**config.mk**
```make
export PLATFORM = sky130hd
export DESIGN_NAME = gate_mode_sequencer
export DESIGN_NICKNAME = d
export VERILOG_FILES = /design/src/rtl/gate_mode_sequencer_pkg.sv /design/src/rtl/gate_mode_sequencer_debounce.sv /design/src/rtl/gate_mode_sequencer.sv
export SDC_FILE = /design/constraint.sdc
export NUM_CORES = 1
export LEC_CHECK = 0
export BUFFER_PORTS_ARGS = -buffer_cell sky130_fd_sc_hd__buf_2
export CAP_MARGIN = 20
export CORE_MARGIN = 2
export CORE_UTILIZATION = 63
export CTS_CLUSTER_SIZE = 40
export DETAILED_ROUTE_END_ITERATION = 7
export HOLD_SLACK_MARGIN = 0.06
export PLACE_DENSITY = 0.86
export SLEW_MARGIN = 20
export SYNTH_ARGS = -nofsm -noshare
export SYNTH_HDL_FRONTEND = slang
export SYNTH_SLANG_ARGS = --single-unit
```
**constraint.sdc**
```tcl
create_clock -name i_Clk -period 2.11 [get_ports i_Clk]
set_input_delay 0.211 -clock i_Clk [delete_from_list [all_inputs] [get_ports i_Clk]]
set_output_delay 0.211 -clock i_Clk [all_outputs]
set_load 0.01 [all_outputs]
```
**src/rtl/gate_mode_sequencer_pkg.sv**
```systemverilog
// Shared definitions for the gate-mode sequencer.
// Holds the mode encodings, the mode width and the pure gate-evaluation function.
package gate_mode_sequencer_pkg;

    localparam int MODE_W = 3;

    typedef logic [MODE_W-1:0] mode_t;

    localparam mode_t MODE_AND  = 3'd0;
    localparam mode_t MODE_OR   = 3'd1;
    localparam mode_t MODE_NAND = 3'd2;
    localparam mode_t MODE_NOR  = 3'd3;
    localparam mode_t MODE_XOR  = 3'd4;
    localparam mode_t MODE_XNOR = 3'd5;
    localparam mode_t MODE_LAST = MODE_XNOR;

    // Codes 6 and 7 evaluate to 0 so a corrupted mode can never light LED_1.
    function automatic logic gate_eval(
        input logic  a,
        input logic  b,
        input mode_t mode
    );
        logic r;
        case (mode)
            MODE_AND:  r = a & b;
            MODE_OR:   r = a | b;
            MODE_NAND: r = ~(a & b);
            MODE_NOR:  r = ~(a | b);
            MODE_XOR:  r = a ^ b;
            MODE_XNOR: r = ~(a ^ b);
            default:   r = 1'b0;
        endcase
        return r;
    endfunction

endpackage

```
**src/rtl/gate_mode_sequencer_debounce.sv**
```systemverilog
// Two-flop synchroniser plus stability counter for one raw board switch.
// Ports: i_Clk, i_Rst_n (async active-low), i_Raw (async input), o_Stable (debounced level).
module switch_debounce #(
    parameter int DEBOUNCE_CYCLES = 240000
) (
    input  logic i_Clk,
    input  logic i_Rst_n,
    input  logic i_Raw,
    output logic o_Stable
);

    localparam int CW = (DEBOUNCE_CYCLES > 2) ? $clog2(DEBOUNCE_CYCLES) : 1;
    localparam logic [CW-1:0] CNT_LAST = CW'(DEBOUNCE_CYCLES - 1);

    logic          sync1_q, sync1_d;
    logic          sync2_q, sync2_d;
    logic          stable_q, stable_d;
    logic [CW-1:0] cnt_q, cnt_d;

    always_comb begin
        sync1_d  = i_Raw;
        sync2_d  = sync1_q;
        stable_d = stable_q;
        cnt_d    = '0;
        // Any sample matching the accepted level restarts the count,
        // so a glitch must be fully stable for the whole window to pass.
        if (sync2_q != stable_q) begin
            if (cnt_q == CNT_LAST) begin
                stable_d = sync2_q;
            end else begin
                cnt_d = cnt_q + 1'b1;
            end
        end
    end

    always_ff @(posedge i_Clk or negedge i_Rst_n) begin
        if (!i_Rst_n) begin
            sync1_q  <= 1'b0;
            sync2_q  <= 1'b0;
            stable_q <= 1'b0;
            cnt_q    <= '0;
        end else begin
            sync1_q  <= sync1_d;
            sync2_q  <= sync2_d;
            stable_q <= stable_d;
            cnt_q    <= cnt_d;
        end
    end

    assign o_Stable = stable_q;

endmodule

```
**src/rtl/gate_mode_sequencer.sv**
```systemverilog
// Top-level gate-mode sequencer: debounces four switches, steps the gate mode
// by button or auto-scan timer, drives the registered gate result and mode LEDs.
// Ports: i_Clk, i_Rst_n, i_Switch_1..4 (raw), o_LED_1 (result), o_LED_2..4 (mode bits 0..2).
module gate_mode_sequencer
    import gate_mode_sequencer_pkg::*;
#(
    parameter int DEBOUNCE_CYCLES = 240000,
    parameter int AUTO_PERIOD     = 24000000
) (
    input  logic i_Clk,
    input  logic i_Rst_n,
    input  logic i_Switch_1,
    input  logic i_Switch_2,
    input  logic i_Switch_3,
    input  logic i_Switch_4,
    output logic o_LED_1,
    output logic o_LED_2,
    output logic o_LED_3,
    output logic o_LED_4
);

    localparam int TW = (AUTO_PERIOD > 2) ? $clog2(AUTO_PERIOD) : 1;
    localparam logic [TW-1:0] TIMER_LAST = TW'(AUTO_PERIOD - 1);

    logic s1, s2, s3, s4;

    switch_debounce #(.DEBOUNCE_CYCLES(DEBOUNCE_CYCLES)) u_db_1 (
        .i_Clk    (i_Clk),
        .i_Rst_n  (i_Rst_n),
        .i_Raw    (i_Switch_1),
        .o_Stable (s1)
    );

    switch_debounce #(.DEBOUNCE_CYCLES(DEBOUNCE_CYCLES)) u_db_2 (
        .i_Clk    (i_Clk),
        .i_Rst_n  (i_Rst_n),
        .i_Raw    (i_Switch_2),
        .o_Stable (s2)
    );

    switch_debounce #(.DEBOUNCE_CYCLES(DEBOUNCE_CYCLES)) u_db_3 (
        .i_Clk    (i_Clk),
        .i_Rst_n  (i_Rst_n),
        .i_Raw    (i_Switch_3),
        .o_Stable (s3)
    );

    switch_debounce #(.DEBOUNCE_CYCLES(DEBOUNCE_CYCLES)) u_db_4 (
        .i_Clk    (i_Clk),
        .i_Rst_n  (i_Rst_n),
        .i_Raw    (i_Switch_4),
        .o_Stable (s4)
    );

    logic          s3_prev_q, s3_prev_d;
    logic [TW-1:0] timer_q, timer_d;
    mode_t         mode_q, mode_d;
    logic          led1_q, led1_d;

    logic manual_step;
    logic auto_tick;
    logic step;

    // Rising edge only; s3_prev_q resets to 0, and s3 does too, so
    // releasing reset can never fabricate an edge.
    assign manual_step = s3 & ~s3_prev_q;
    assign auto_tick   = s4 & (timer_q == TIMER_LAST);
    assign step        = manual_step | auto_tick;

    always_comb begin
        s3_prev_d = s3;
        timer_d   = '0;
        if (s4 && !manual_step && (timer_q != TIMER_LAST)) begin
            timer_d = timer_q + 1'b1;
        end
    end

    always_comb begin
        mode_d = mode_q;
        if (mode_q > MODE_LAST) begin
            mode_d = MODE_AND;
        end else if (step) begin
            mode_d = (mode_q == MODE_LAST) ? MODE_AND : mode_q + 1'b1;
        end
        led1_d = gate_eval(s1, s2, mode_q);
    end

    always_ff @(posedge i_Clk or negedge i_Rst_n) begin
        if (!i_Rst_n) begin
            s3_prev_q <= 1'b0;
            timer_q   <= '0;
            mode_q    <= MODE_AND;
            led1_q    <= 1'b0;
        end else begin
            s3_prev_q <= s3_prev_d;
            timer_q   <= timer_d;
            mode_q    <= mode_d;
            led1_q    <= led1_d;
        end
    end

    assign o_LED_1 = led1_q;
    assign o_LED_2 = mode_q[0];
    assign o_LED_3 = mode_q[1];
    assign o_LED_4 = mode_q[2];

endmodule

```
==> flow_summary.toml <==
[timing]
period_share_pct = 94.2
final-hold-violation-count = 0
clock_skew_ns = 0.00637
rsz0062_at_grt = "false"
fmax_mhz = 503
fin_crit_ns = 1.99
whs_ns = 0.302
relSlewSlack_pct = 54.7
final_max_slew_viol_count = 0
fin_tns_setup_ns = 0
tightest_slew_ns = 0.673
finalSetupViolCount = 0

[die]
ios = 10
chipWidth_um = 98.4
fp-row-count = 34
start_util_pct = 64.7
core_mm2 = 0.00868
die_area_mm2 = 0.00968
die_h_um = 98.4

[setup_path]
startpoint = "timer_q[9]"
slowest_delay_ns = 0.48
worst_setup_path_start_kind = "flip-flop"
slowest_stage = "o41ai_1"
cp.required_ns = 2.51
r2r-start = "timer_q[9]"
r2r_setup_slack_ns = 0.12
cpLargestDelayFamily = "simple AND/OR/NAND/NOR gates"
cp-endpoint = "mode_q[1]"
crit_chain = "nor4bb_1 -> nand4_1 -> o41ai_1 -> mux2_2"
arrival_ns = 2.39
critPathMaxFanout = 6
crit_type = "reg -> reg"
worstRegToRegCells = 4
end_kind = "flip-flop"
r2r-end = "mode_q[1]"
critPathBufInv = 0
crit_cells = 4

[route]
dr.pass1.iters = 5
wl_um = 11200
postRouteAntennaNets = 0
vias = 4290
wl_per_cell_um = 15.8
remaining_drc_errors = 0
drtIter0Drc = 230
viasPerCell = 6.06

[status]
status = "finished, final reports clean"

[cts]
clkLatencyLatePin_ns = 0.52
post-cts-setup-buffer-count = 0
clk_pin_slew_ns = 0.06
root_buffer = "clkbuf_8"
cts_tree = "built"
h-tree-depth = 4
clockBufferDepth = 2
clock_sinks = 114
cts_made_buffers = 17

[global_route]
grt_pass1_vias = 4283
grt-ovfl-total = 0
grt_pass1_wl_um = 19300
antenna_found_initial = 0
grt_max_degree = 115
grtUsageTotal_pct = 24.7

[synthesis]
synthFlopType = "dfrtp_1"
synth-edff-count = 0
syn_inst = 559
synthDistinctLibCells = 44
synth-simple-area-share_pct = 25.9
ys_ff_latch = 114
ys_seq_area_share_pct = 50.8
synth.mux.area_fraction_pct = 1.00
yosys.area.top_type = "dfrtp_1"
yosysWarnings = 0
synth_area_per_cell_um2 = 10.0
synth_compound_area_share_pct = 6.60
synth_area_leaders = "dfrtp_1, xnor2_1, nor2_1"
synthesis.area_mm2 = 0.00561
synth-adder-area-share_pct = 1.78
async_flop_share_pct = 100
synth_top_family_by_area = "simple AND/OR/NAND/NOR gates"
syn_nets = 573
yosys.area.top_type_share_pct = 50.8
synth_xor_area_share_pct = 11.1

[cells_and_area]
layout.nets = 601
fin_cells = 708
fin_util_pct = 74.1
antenna_cells = 0
syn_to_final_growth_pct = 14.6
mostFrequentLayoutCells = "dfrtp_1, nor2_1, xnor2_1, nand3_1"
final_common_cell = "dfrtp_1"
drive_gt1_share_pct = 11.2
n_fill_cell = 585

[hold_path]
hp-class = "in -> async"

[power_and_ir_drop]
power_leakage_nw = 2.59
vdd_ir_drop_max_uv = 452
p_per_area_mw_per_mm2 = 791

[place]
place_congestion = 0.863
dp_hpwl_um = 6990
placed_cells = 671
portBuffers = 9

[run]
cap_viol_max_count = 0
cells in the mapped netlist (2+ instances only):
master / count
xor2_1: 31
nand2b_1: 2
inv_1: 20
and4_1: 9
nor4_1: 15
xnor2_1: 40
or4_1: 10
and3_1: 7
a31o_2: 2
o21ai_0: 14
clkbuf_1: 7
nor2b_1: 2
or3_1: 13
nand2_1: 27
nor4bb_1: 4
dfrtp_1: 114
nand4_4: 2
nor3_1: 10
nand3_1: 33
ha_1: 8
o31ai_1: 6
or3b_2: 2
nor2_1: 85
nor4b_1: 3
mux2_2: 5
o41ai_1: 3
buf_2: 9
a21oi_1: 22
nand4_1: 31
and2_1: 9
logic make-up after synthesis:
group | after synthesis
adder cells (fa/ha/maj) | 8
flip-flops | 114
XOR/XNOR | 71
AO/OA/AOI/OAI | 56
multiplexers | 5
AND/OR/NAND/NOR | 268
buffers and inverters | 37
through the flow:
step / cell area [um^2] / worst slack, ns / total power [W]
5_1_grt: 6430 / 0.0233 / 0.00525
3_5_place_dp: 5810 / 0.145 / 0.00241
6_report: 6430 / 0.122 / 0.00509
4_1_cts: 6430 / 0.138 / 0.00513
3_3_place_gp: 5810 / 0.194 / 0.00240
2_1_floorplan: 5610 / 0.167 / 0.00234
power by group:
| group | internal [W] | switching (W) |
|---|---|---|
| sequential | 0.00221 | 0.0000248 |
| clock | 0.00170 | 0.00101 |
| combinational | 0.0000425 | 0.0000905 |
| total | 0.00396 | 0.00113 |
worst min-delay path by stage:
stage / cells past startpoint / end / slack [ns]
after floorplan: 0 / mode_q[0] / -0.08
after global placement: 1 / u_db_2.sync1_q / 0.32
after detailed placement: 1 / u_db_2.sync1_q / 0.32
after CTS: 2 / u_db_2.sync1_q / 0.31
after global routing: 2 / u_db_2.sync1_q / 0.32
final: 3 / u_db_4.cnt_q[15] / 0.30
worst register-to-register path: stages, from the launching register on:
cell and delay (ns):
dfrtp_1 0.44, nor4bb_1 0.32, nand4_1 0.25, o41ai_1 0.48, mux2_2 0.38
sequential cells by signal (all words and copies together) (netlist names):
| name | flops |
|---|---|
| o_LED_1 | 1 |
| u_db_4.sync2_q | 1 |
| u_db_3.sync1_q | 1 |
| u_db_2.o_Stable | 1 |
| u_db_2.sync1_q | 1 |
| timer_q | 25 |
| u_db_1.cnt_q | 18 |
| mode_q | 3 |
| u_db_3.cnt_q | 18 |
| u_db_2.sync2_q | 1 |
| s3_prev_q | 1 |
| u_db_3.o_Stable | 1 |
| u_db_1.o_Stable | 1 |
| u_db_4.sync1_q | 1 |
| u_db_4.o_Stable | 1 |
| u_db_4.cnt_q | 18 |
| u_db_3.sync2_q | 1 |
| u_db_1.sync2_q | 1 |
| u_db_2.cnt_q | 18 |
| u_db_1.sync1_q | 1 |
repair_timing:
| action | CTS | global route |
|---|---|---|
| hold buffers | 5 | 0 |
| gates resized for setup | 0 | 0 |
| endpoints found under the hold margin | 118 | 0 |
| endpoints found under the setup margin | 0 | 0 |
final cells by class:
class | instances | area, um^2 | area share [%]
inverters | 20 | 75.1 | 1.17
clock inverters | 13 | 138 | 2.14
flip-flops and latches | 114 | 2850 | 44.3
well taps | 108 | 135 | 2.10
repair buffers | 26 | 200 | 3.11
clock buffers | 19 | 432 | 6.71
multi-input cells | 408 | 2600 | 40.4
metal layers:
metal  GRT usage, %  share of wire [%]  vias to the layer above
met2           40.7                 50                       89
met1           31.2                 45                     2131
met3           6.30                3.2                       22
li1               -                  -                     2048
met4           10.2                1.9                        0
met5              0                  0                        -
(Power assumes the default switching activity.)
